## src/rtl/move_pkg.sv

```systemverilog
// Shared move encoding for the undo stack: face/rotation types and the
// rotation algebra used for inversion, legality and (optionally) merging.
package move_pkg;

  localparam int FACE_W    = 3;
  localparam int NUM_FACES = 6;

  typedef enum logic [1:0] {
    ROT_CW  = 2'd0,
    ROT_CCW = 2'd1,
    ROT_DBL = 2'd2
  } rot_e;

  typedef enum logic [1:0] {
    REC  = 2'd0,
    LOAD = 2'd1,
    OUT  = 2'd2
  } state_e;

  function automatic logic [1:0] inv_rot(input logic [1:0] r);
    logic [1:0] res;
    res = r;
    if (r == ROT_CW)       res = ROT_CCW;
    else if (r == ROT_CCW) res = ROT_CW;
    return res;
  endfunction

  // Quarter-turn encoding: CW=1, double=2, CCW=3 (0 = identity).
  function automatic logic [1:0] rot_to_q(input logic [1:0] r);
    logic [1:0] q;
    q = 2'd0;
    if (r == ROT_CW)       q = 2'd1;
    else if (r == ROT_DBL) q = 2'd2;
    else if (r == ROT_CCW) q = 2'd3;
    return q;
  endfunction

  function automatic logic [1:0] q_to_rot(input logic [1:0] q);
    logic [1:0] r;
    r = ROT_CW;
    if (q == 2'd2)      r = ROT_DBL;
    else if (q == 2'd3) r = ROT_CCW;
    return r;
  endfunction

  function automatic logic is_legal(input logic [FACE_W-1:0] face, input logic [1:0] rot);
    return (face < FACE_W'(NUM_FACES)) && (rot != 2'd3);
  endfunction

endpackage

```

## src/rtl/move_lifo.sv

```systemverilog
// History LIFO of {face,rot} entries. The pointer wraps modulo DEPTH;
// count alone decides full/empty, so the caller must not push when full.
module move_lifo #(
  parameter int DEPTH = 32,
  parameter int CNT_W = $clog2(DEPTH + 1)
) (
  input  logic             clk,
  input  logic             rst,
  input  logic             push,
  input  logic             pop,
  input  logic             replace_top,
  input  logic [4:0]       din,
  output logic [4:0]       top,
  output logic [CNT_W-1:0] count
);

  localparam int PTR_W = $clog2(DEPTH);

  logic [4:0]       mem [DEPTH];
  logic [PTR_W-1:0] ptr;
  logic [PTR_W-1:0] top_ptr;

  assign top_ptr = ptr - PTR_W'(1);
  assign top     = mem[top_ptr];

  always_ff @(posedge clk) begin
    if (push)             mem[ptr]     <= din;
    else if (replace_top) mem[top_ptr] <= din;
  end

  always_ff @(posedge clk or negedge rst) begin
    if (!rst) begin
      ptr   <= '0;
      count <= '0;
    end else if (push) begin
      ptr   <= ptr + PTR_W'(1);
      count <= count + CNT_W'(1);
    end else if (pop) begin
      ptr   <= top_ptr;
      count <= count - CNT_W'(1);
    end
  end

endmodule

```

## src/rtl/move_undo_stack.sv

```systemverilog
// Records accepted moves and replays their inverses in reverse order.
// Optional move merging on the top entry is enabled by MOVE_MERGE_EN.
//
// state | meaning
// REC   | recording: accept moves, wait for undo_start
// LOAD  | register inverse of the top entry onto out_face/out_rot
// OUT   | present undo move, pop on handshake
module move_undo_stack
  import move_pkg::*;
#(
  parameter int DEPTH = 32,
  parameter int CNT_W = $clog2(DEPTH + 1)
) (
  input  logic             clk,
  input  logic             rst,
  input  logic             in_valid,
  output logic             in_ready,
  input  logic [2:0]       in_face,
  input  logic [1:0]       in_rot,
  input  logic             undo_start,
  output logic             out_valid,
  input  logic             out_ready,
  output logic [2:0]       out_face,
  output logic [1:0]       out_rot,
  output logic             busy,
  output logic             undo_done,
  output logic [CNT_W-1:0] count,
  output logic             err
);

  state_e           state, state_nxt;
  logic [4:0]       top, lifo_din;
  logic [2:0]       top_face;
  logic [1:0]       top_rot;
  logic             push, pop, replace;
  logic             legal, not_full, merge_ok, done_nxt;

  assign top_face = top[4:2];
  assign top_rot  = top[1:0];
  assign legal    = is_legal(in_face, in_rot);
  assign not_full = count < CNT_W'(DEPTH);

`ifdef MOVE_MERGE_EN
  logic       same_face;
  logic [1:0] q_sum;
  assign same_face = (count != '0) && (in_face == top_face);
  assign q_sum     = rot_to_q(top_rot) + rot_to_q(in_rot);
  assign merge_ok  = same_face;
`else
  assign merge_ok  = 1'b0;
`endif

  move_lifo #(.DEPTH(DEPTH), .CNT_W(CNT_W)) u_lifo (
    .clk         (clk),
    .rst         (rst),
    .push        (push),
    .pop         (pop),
    .replace_top (replace),
    .din         (lifo_din),
    .top         (top),
    .count       (count)
  );

  always_ff @(posedge clk or negedge rst) begin
    if (!rst) state <= REC;
    else      state <= state_nxt;
  end

  always_comb begin
    state_nxt = state;
    in_ready  = 1'b0;
    out_valid = 1'b0;
    busy      = 1'b0;
    push      = 1'b0;
    pop       = 1'b0;
    replace   = 1'b0;
    done_nxt  = 1'b0;
    lifo_din  = {in_face, in_rot};
    case (state)
      REC: begin
        in_ready = rst && !undo_start && (not_full || merge_ok);
        if (undo_start) begin
          if (count != '0) state_nxt = LOAD;
          else             done_nxt  = 1'b1;
        end else if (in_valid && in_ready && legal) begin
`ifdef MOVE_MERGE_EN
          if (same_face) begin
            if (q_sum == 2'd0) begin
              pop = 1'b1;
            end else begin
              replace  = 1'b1;
              lifo_din = {top_face, q_to_rot(q_sum)};
            end
          end else begin
            push = 1'b1;
          end
`else
          push = 1'b1;
`endif
        end
      end
      LOAD: begin
        busy      = 1'b1;
        state_nxt = OUT;
      end
      OUT: begin
        busy      = 1'b1;
        out_valid = 1'b1;
        if (out_ready) begin
          pop = 1'b1;
          if (count == CNT_W'(1)) begin
            state_nxt = REC;
            done_nxt  = 1'b1;
          end else begin
            state_nxt = LOAD;
          end
        end
      end
      default: state_nxt = REC;
    endcase
  end

  always_ff @(posedge clk or negedge rst) begin
    if (!rst) begin
      out_face  <= '0;
      out_rot   <= '0;
      undo_done <= 1'b0;
      err       <= 1'b0;
    end else begin
      undo_done <= done_nxt;
      if (state == LOAD) begin
        out_face <= top_face;
        out_rot  <= inv_rot(top_rot);
      end
      // Illegal moves still complete the handshake; they only raise err.
      if (in_valid && in_ready && !legal) err <= 1'b1;
    end
  end

endmodule

```

## config.mk

```make
export PLATFORM = sky130hd
export DESIGN_NAME = move_undo_stack
export DESIGN_NICKNAME = d
export VERILOG_FILES = /design/src/rtl/move_pkg.sv /design/src/rtl/move_lifo.sv /design/src/rtl/move_undo_stack.sv
export SDC_FILE = /design/constraint.sdc
export NUM_CORES = 1
export LEC_CHECK = 0
export CAP_MARGIN = 25
export CORE_MARGIN = 10
export CORE_UTILIZATION = 60
export CTS_CLUSTER_SIZE = 40
export DETAILED_ROUTE_END_ITERATION = 8
export GPL_ROUTABILITY_DRIVEN = 0
export PLACE_DENSITY = 0.8
export SYNTH_ARGS = -nofsm -noshare
export SYNTH_HDL_FRONTEND = slang
export SYNTH_SLANG_ARGS = --single-unit
```

## constraint.sdc

```tcl
create_clock -name clk -period 4.4 [get_ports clk]
set_clock_uncertainty 0.2 [all_clocks]
set_input_delay 0.88 -clock clk [delete_from_list [all_inputs] [get_ports clk]]
set_output_delay 0.88 -clock clk [all_outputs]
set_load 0.005 [all_outputs]
```

# Yosys cells after proc, flatten, opt, wreduce, memory -nomap -nowiden
# Memory sizes are Yosys's and may differ from the RTL's.
# Index checks and enable logic that the tools add are counted.
[op_classes]
add_sub_neg = 4
eq_ne = 8
reduce_logical = 15
magnitude_cmp = 2
mux = 26
[ops]
columns = ["cell", "count"]
rows = [
  ["$mux 1", 15],
  ["$mux 6", 2],
  ["$mux 2", 5],
  ["$mux 5", 2],
  ["$ne 2x2->1 const B", 4],
  ["$logic_and 1x1->1", 7],
  ["$add 6x1->6 const B", 1],
  ["$eq 6x1->1 const B", 1],
  ["$lt 6x6->1 const B", 1],
  ["$pmux 2 s3", 1],
  ["$reduce_bool 6->1", 1],
  ["$sub 6x1->6 const B", 1],
  ["$add 5x1->5 const B", 1],
  ["$sub 5x1->5 const B", 1],
  ["$eq 2x1->1 const B", 2],
  ["$logic_not 2->1", 2],
  ["$lt 3x3->1 const B", 1],
  ["$reduce_and 3->1", 1],
  ["$eq 2x2->1 const B", 1],
  ["$logic_not 1->1", 2],
  ["$pmux 1 s2", 1],
  ["$reduce_bool 2->1", 1],
  ["$reduce_or 2->1", 1],
]
[word_totals]
reg_bits = 20
ramBits = 160
n_memories = 1
output_inout_bits = 16
wordCells = 63
[mem_list]
columns = ["memory", "words", "width", "read_ports", "rd_clocked_by_memory_dff", "write_ports", "line_no", "text"]
rows = [
  ["u_lifo.mem", 32, 5, 1, 0, 1, "move_lifo.sv:19", "logic [4:0] mem [DEPTH];"],
]

# Depth between registers and ports, before layout
# Gate-level depths: netlist of run 1.
[logic_depth]
ltp_word = 10
depth_mapped = 12
depth_no_buf = 8

# Hierarchy
# Synthesis of run 1 repeated with hierarchy kept, for this count alone.
[unflattened]
cells_unflattened = 471
area_unflattened_um2 = 8115.3
[modules_own_cells]
columns = ["mod", "area_each_um2", "instances", "seq_area_each_um2", "cells_each"]
rows = [
  ["move_lifo", 7557.2, 1, 5079.9, 420],
  ["move_undo_stack", 558.0, 1, 225.2, 51],
]

# Least setup slack after synthesis of run 1
# Ideal clock, no wire load.
[synth_timing]
path_kind = "register to register"
start = "register u_lifo.ptr[0]"
end = "register out_rot[0]"
setup_time_ps = 83
path_stages_with_launch = 12
t_arrival_ps = 3246
period_less_slack_ps = 3528
slack_ps = 872
cell_sequence = "dfrtp_1 buf_6 buf_4 clkinv_1 ha_1 buf_4 xor2_4 mux4_1 a32o_1 o311ai_2 ha_1 o21ai_0"
[synth_between]
elab_chain_len = 5
word_cells_on_any_way = 6
classes_between = "1 x add/sub; 1 x eq/ne; 2 x mux; 1 x reduce/logical; 1 x memory"
[synth_rtl]
columns = ["item", "line_no", "text"]
rows = [
  ["start: declaration", "move_lifo.sv:20", "logic [PTR_W-1:0] ptr;"],
  ["start signal: assignment", "move_lifo.sv:36", "ptr <= ptr + PTR_W'(1);"],
  ["start signal: assignment", "move_lifo.sv:39", "ptr <= top_ptr;"],
  ["$sub 5x1->5 (*)", "move_lifo.sv:23", "assign top_ptr = ptr - PTR_W'(1);"],
  ["$mem_v2 32x5 (*)", "n/a", ""],
  ["$eq 2x1->1", "move_pkg.sv:24", "else if (r == ROT_CCW) res = ROT_CW;"],
  ["$mux 2", "move_pkg.sv:24", ""],
  ["$mux 2 (*)", "move_pkg.sv:23", "if (r == ROT_CW) res = ROT_CCW;"],
  ["end signal: assignment", "move_undo_stack.sv:133", "out_rot <= inv_rot(top_rot);"],
  ["end: declaration", "move_undo_stack.sv:24", "output logic [1:0] out_rot,"],
]
# Every way passes the cells marked *; elsewhere a longest branch is shown, timed or not.
# A chain may end at the register's enable or synchronous reset.

# Final worst setup path of run 1
[layout_timing]
start = "register u_lifo.ptr[1]"
end = "register out_rot[0]"
# The elaborated chain is that of the path after synthesis.

==> results.py, run 1 <==
metrics = {
    "finish": {
        "nets": 504,
        "areaGrowthSynthToFinish_pct": 13.41,
        "final_cell_mix": "edfxtp_1 (160), nor2_1 (37), mux4_2 (30)",
        "final_layout_size_suffix_gt1_share_pct": 16.90,
        "final_common_cell": "edfxtp_1",
        "antenna_cells": 0,
        "nFillCells": 796,
    },
    "sta": {
        "fin_crit_sh_pct": 80.25,
        "hold_ws_ns": 0.3081,
        "slew_viol_final": 0,
        "post-route-min-period_ns": 3.531,
        "setup_viol": 0,
        "slew_headroom_pct": 54.17,
        "tightest_slew_ns": 0.6875,
        "fmax_ghz": 0.2832,
        "finalSetupTns_ns": 0,
        "finalHoldViolCount": 0,
        "fin_ws_ns": 0.8690,
        "rsz0062_at_grt": "no",
    },
    "global_route": {
        "antenna_found_initial": 0,
        "grt_util_all_layers_pct": 18.26,
        "grt_pass1_wl_um": 24500,
        "grt_start_max_net_pins": 47,
        "grt_overflow": 0,
        "grt_pass1_vias": 4249,
    },
    "logic_synthesis": {
        "synth_area_sq_um": 7686,
        "async_flop_share_pct": 11.11,
        "syn_nets": 468,
        "yosysTopAreaCell": "edfxtp_1",
        "synthTopCellsByArea": "edfxtp_1 (63%), mux4_2 (8.8%), dfrtp_1 (6.5%), ha_1 (2.6%), mux2i_1 (2.3%)",
        "syn_avg_cell_area_sq_um": 17.39,
        "ys.flop_type": "edfxtp_1",
        "synthesis.instances": 442,
        "ys_ff_latch": 180,
        "synth_top_area_share_pct": 62.51,
        "synth_edf_count": 160,
        "yosysSeqAreaShare_pct": 69.02,
        "yosys.cell_types.count": 54,
        "ys_warn_count": 0,
    },
    "clocking": {
        "clk_pin_slew_ns": 0.07,
        "cts_tree": "done",
        "clock-sinks": 180,
        "post_cts_buffers": 0,
        "htreeDepth": 4,
        "clockRootBuffer": "clkbuf_16",
        "ctsResizeCount": 0,
        "insertion_delay_ns": 0.43,
        "numCtsBuffers": 17,
        "clk_path_buf_depth": 2,
        "postCtsHoldBufs": 0,
    },
    "worst_setup_path": {
        "worst_r2r_path_depth": 8,
        "critPathTopFamily": "compound AO/OA/AOI/OAI gates",
        "worst_ep_required_time_ns": 4.56,
        "arrival_ns": 3.69,
        "startpoint_type": "register",
        "cp_common_cell": "ha_1",
        "cp_num_buf_inv": 1,
        "path_max_fanout": 13,
        "cp_slowest_cell": "mux4_1",
        "path_depth": 8,
        "crit_type": "register to register",
        "crit_path_end_kind": "register",
        "crit_chain": "inv_1 > ha_1 > xor2_4 > mux4_1 > a32o_1 > o311ai_2 > ha_1 > o21ai_0",
        "slowest_delay_ns": 0.65,
    },
    "route": {
        "drtIter0Drc": 347,
        "drc": 0,
        "drt-wirelength-per-cell_um": 23.27,
        "ant_nets": 0,
        "vias": 4088,
        "drt-pass1-iter-count": 5,
        "totalWireLength_um": 15430,
        "viasPerCell": 6.166,
    },
    "floorplanning": {
        "die_w_um": 133.2,
        "fp-row-count": 41,
        "core_region_area_sq_um": 12570,
        "initial_core_util_pct": 61.15,
        "die_y_um": 133.2,
        "pin_count": 26,
        "dieArea_sq_um": 17740,
    },
    "run_status": {
        "outcome": "completed",
    },
    "placement": {
        "hpwlAfterDp_um": 10260,
        "dp_slack_ns": 0.9103,
        "port_buffers": 25,
    },
    "run": {
        "maxCapViolCount": 0,
    },
    "pwr": {
        "power_leakage_nw": 2.952,
        "peakVddDrop_v": 0.0004290,
        "powerDensity_nw_per_um2": 675.2,
        "total_power_mw": 5.886,
    },
    "worst_hold_path": {
        "hold_class": "register to register",
        "holdPathStages": 1,
    },
}
==> cells by family (layout without fill, tap and decap cells) <==
logic type	after synthesis	after routing	synth area share, %
compound gates	46	46	4.672
xor+xnor	13	13	1.726
fa+ha+maj	16	16	2.605
buf+inv	30	79	2.051
flops	180	180	69.02
mux	59	59	13.92
simple gates	98	98	6.007
==> flip-flops by register name (all words and copies together), names as in the netlist <==
register,cells
err,1
out_face,3
out_rot,2
state,2
u_lifo.count,6
u_lifo.mem,160
u_lifo.ptr,5
undo_done,1
==> Yosys cell counts, types with 3 or more instances <==
master,instances
o211ai_1,3
edfxtp_1,160
nand3_1,15
inv_1,9
mux2_2,5
nand2_1,20
buf_6,4
xnor2_1,9
o211a_1,6
nor2b_1,3
a21oi_1,5
clkbuf_1,7
mux4_2,30
dfrtp_1,20
mux2i_1,18
xor2_1,3
mux4_1,6
ha_1,16
nor2_1,37
buf_2,6
and3_1,4
nand3b_1,3
o2bb2ai_1,3
o21ai_0,8
nor3_1,5
==> power by group <==
group | switching [mW] | total (mW) | internal (mW)
registers | 0.156 | 2.11 | 1.95
logic | 1.18 | 2.30 | 1.12
clock network | 0.637 | 1.48 | 0.843
total | 1.97 | 5.89 | 3.91
==> worst register-to-register path, stage by stage (launching register included) <==
cell,delay [ns]
dfrtp_1,0.50
inv_1,0.18
ha_1,0.42
xor2_4,0.48
mux4_1,0.65
a32o_1,0.25
o311ai_2,0.33
ha_1,0.30
o21ai_0,0.15
==> area by class of cell <==
cell class                      instances  area (sq um)  share of cell area, %
Sequential cell                       180          5306                  60.87
Multi-Input combinational cell        232          2226                  25.53
Clock buffer                           19         432.9                  4.966
Timing Repair Buffer                   37         352.8                  4.048
Tap cell                              172         215.2                  2.469
Clock inverter                         13         146.4                  1.679
Inverter                               10         37.54                 0.4306
==> layer usage <==
metal	vias up	global-route usage [%]	share of wire, %
met2	167	28.94	49
met1	2070	23.31	42
met3	31	6.165	7.9
li1	1820	-	-
met5	-	0	0
met4	0	5.925	1.7
==> path summary, 6_finish.rpt <==
| kind | to | slack, ns | from |
|---|---|---|---|
| min in group asynchronous | u_lifo.count[5] | 0.61 | rst |
| worst max register to register | out_rot[0] | 0.87 | u_lifo.ptr[1] |
| worst min register to register | out_face[0] | 0.31 | out_face[0] |
| worst min-delay path | out_face[0] | 0.31 | out_face[0] |
| max in group asynchronous | u_lifo.ptr[0] | 3.16 | rst |
| worst max-delay path | out_rot[0] | 0.87 | u_lifo.ptr[1] |
==> stage by stage <==
step,cells,area (sq um),util (%)
floorplan,442,7686,-
global placement,631,8138,64.75
detailed placement,631,8138,64.75
CTS,663,8717,69.36
global route,663,8717,69.36
finish,663,8717,69.36
No activity file was read; power rests on OpenSTA's default activity.
==> inputs of run 2 (changes only) <==
- CORE_UTILIZATION: 60 -> 55
- PLACE_DENSITY: 0.8 -> 0.78
- clock period: 4.4 -> 3.05 ns (I/O delays scaled with it)
==> results.py, run 2 (same netlist as run 1, synthesis figures left out) <==
metrics = {
    "run_status": {
        "outcome": "completed",
    },
    "sta": {
        "slew_headroom_pct": 64.92,
        "fin_crit_sh_pct": 95.81,
        "setup_viol": 0,
        "tightest_slew_ns": 0.5217,
        "rsz0062_at_grt": "no",
        "fin_ws_ns": 0.1279,
        "finalHoldViolCount": 0,
        "fmax_ghz": 0.3422,
        "slew_viol_final": 0,
        "post-route-min-period_ns": 2.922,
    },
    "floorplanning": {
        "initial_core_util_pct": 55.80,
        "die_y_um": 138.2,
        "dieArea_sq_um": 19100,
        "pin_count": 26,
        "core_region_area_sq_um": 13770,
        "fp-row-count": 43,
        "die_w_um": 138.2,
    },
    "pwr": {
        "peakVddDrop_v": 0.0005146,
        "powerDensity_nw_per_um2": 967.2,
        "power_leakage_nw": 3.263,
        "total_power_mw": 8.912,
    },
    "run": {
        "maxCapViolCount": 0,
    },
    "worst_hold_path": {
        "hold_class": "register to register",
        "min_to": "out_rot[0]",
        "hp-start": "out_rot[0]",
        "holdPathStages": 2,
    },
    "route": {
        "viasPerCell": 5.872,
        "totalWireLength_um": 16170,
        "drc": 0,
        "drt-wirelength-per-cell_um": 22.30,
        "drt-pass1-iter-count": 4,
        "drtIter0Drc": 341,
        "ant_nets": 0,
        "vias": 4257,
    },
    "placement": {
        "hpwlAfterDp_um": 10950,
        "dp_slack_ns": 0.01322,
        "port_buffers": 25,
    },
    "clocking": {
        "clk_pin_slew_ns": 0.07,
        "htreeDepth": 4,
        "insertion_delay_ns": 0.43,
        "clockRootBuffer": "clkbuf_16",
        "numCtsBuffers": 17,
        "cts_tree": "done",
        "clk_path_buf_depth": 2,
        "clock-sinks": 180,
        "postCtsHoldBufs": 0,
    },
    "worst_setup_path": {
        "path_max_fanout": 9,
        "r2r_setup_slack_ns": 0.13,
        "r2r_end": "out_rot[0]",
        "crit_path_end_kind": "register",
        "worst_ep_required_time_ns": 3.21,
        "crit_type": "register to register",
        "worst_r2r_path_depth": 8,
        "startpoint_type": "register",
        "arrival_ns": 3.08,
        "reg2reg_from": "u_lifo.ptr[0]",
    },
    "global_route": {
        "grt_start_max_net_pins": 37,
        "grt_pass1_wl_um": 25510,
        "grt_pass1_vias": 4397,
        "grt_util_all_layers_pct": 17.14,
        "grt_overflow": 0,
        "antenna_found_initial": 0,
    },
    "finish": {
        "nets": 559,
        "nFillCells": 954,
        "regMostFlops": "u_lifo.mem",
        "final_layout_size_suffix_gt1_share_pct": 26.97,
        "antenna_cells": 0,
        "top_regs": "u_lifo.mem (160), u_lifo.count (6), u_lifo.ptr (5)",
        "final_cell_mix": "edfxtp_1 (160), buf_4 (64), nor2_1 (36)",
        "largest_reg_flops": 160,
        "final_common_cell": "edfxtp_1",
        "areaGrowthSynthToFinish_pct": 19.89,
    },
}
[run 2: where the power goes]
group	total [mW]	switching (mW)	internal (mW)	leakage [nW]
clock	2.09	0.893	1.19	0.268
sequential	3.03	0.206	2.82	1.68
combinational	3.80	1.89	1.90	1.32
total	8.91	2.99	5.92	3.26
[run 2: worst max path at each step]
stage / to / cells after the start / slack (ns) / start
final: out_rot[0] / 8 / 0.13 / u_lifo.ptr[0]
after global routing: out_rot[0] / 8 / 0.007 / u_lifo.ptr[0]
after CTS: out_rot[1] / 10 / 0.006 / u_lifo.ptr[1]
after detailed placement: out_rot[1] / 8 / 0.01 / u_lifo.ptr[0]
after global placement: out_rot[1] / 8 / 0.02 / u_lifo.ptr[0]
after floorplan: out_rot[0] / 11 / -0.10 / u_lifo.ptr[0]
[run 2: critical path, stage by stage (launching register included)]
cell	delay, ns
dfrtp_2	0.45
clkinv_8	0.11
ha_4	0.20
xor2_4	0.30
mux4_2	0.58
a32o_2	0.27
o311ai_4	0.32
ha_1	0.30
o21ai_1	0.11
[run 2: metal layers]
metal	track usage [%]	vias up	share of wire [%]
met5	0	-	0
li1	-	1927	-
met1	21.68	2157	43
met2	27.43	151	49
met4	5.660	0	1.5
met3	5.445	22	6.5
[run 2: per-stage QoR]
| step | hold slack, ns | std cells | setup TNS, ns | util, % | cell area [sq um] |
|---|---|---|---|---|---|
| after floorplan | 0.1144 | 442 | -0.1560 | - | 7735 |
| after global placement | 0.2788 | 691 | 0 | 62.23 | 8571 |
| after detailed placement | 0.2940 | 691 | 0 | 62.23 | 8571 |
| after CTS | 0.3102 | 722 | 0 | 66.40 | 9145 |
| after global routing | 0.3308 | 725 | 0 | 66.91 | 9215 |
| final | 0.3083 | 725 | 0 | 66.91 | 9215 |
[run 2: cell type report]
class / count / area (sq um) / share of cell area (%)
Tap cell: 180 / 225.2 / 2.444
Sequential cell: 180 / 5306 / 57.58
Clock inverter: 14 / 138.9 / 1.507
Inverter: 10 / 50.05 / 0.5431
Timing Repair Buffer: 92 / 777.0 / 8.432
Clock buffer: 17 / 425.4 / 4.616
Multi-Input combinational cell: 232 / 2292 / 24.87
[run 2: repair_timing]
action,CTS,global route
cloned,0,0
buffers inserted,0,3
gates resized for setup,1,10
setup endpoints to repair,1,4
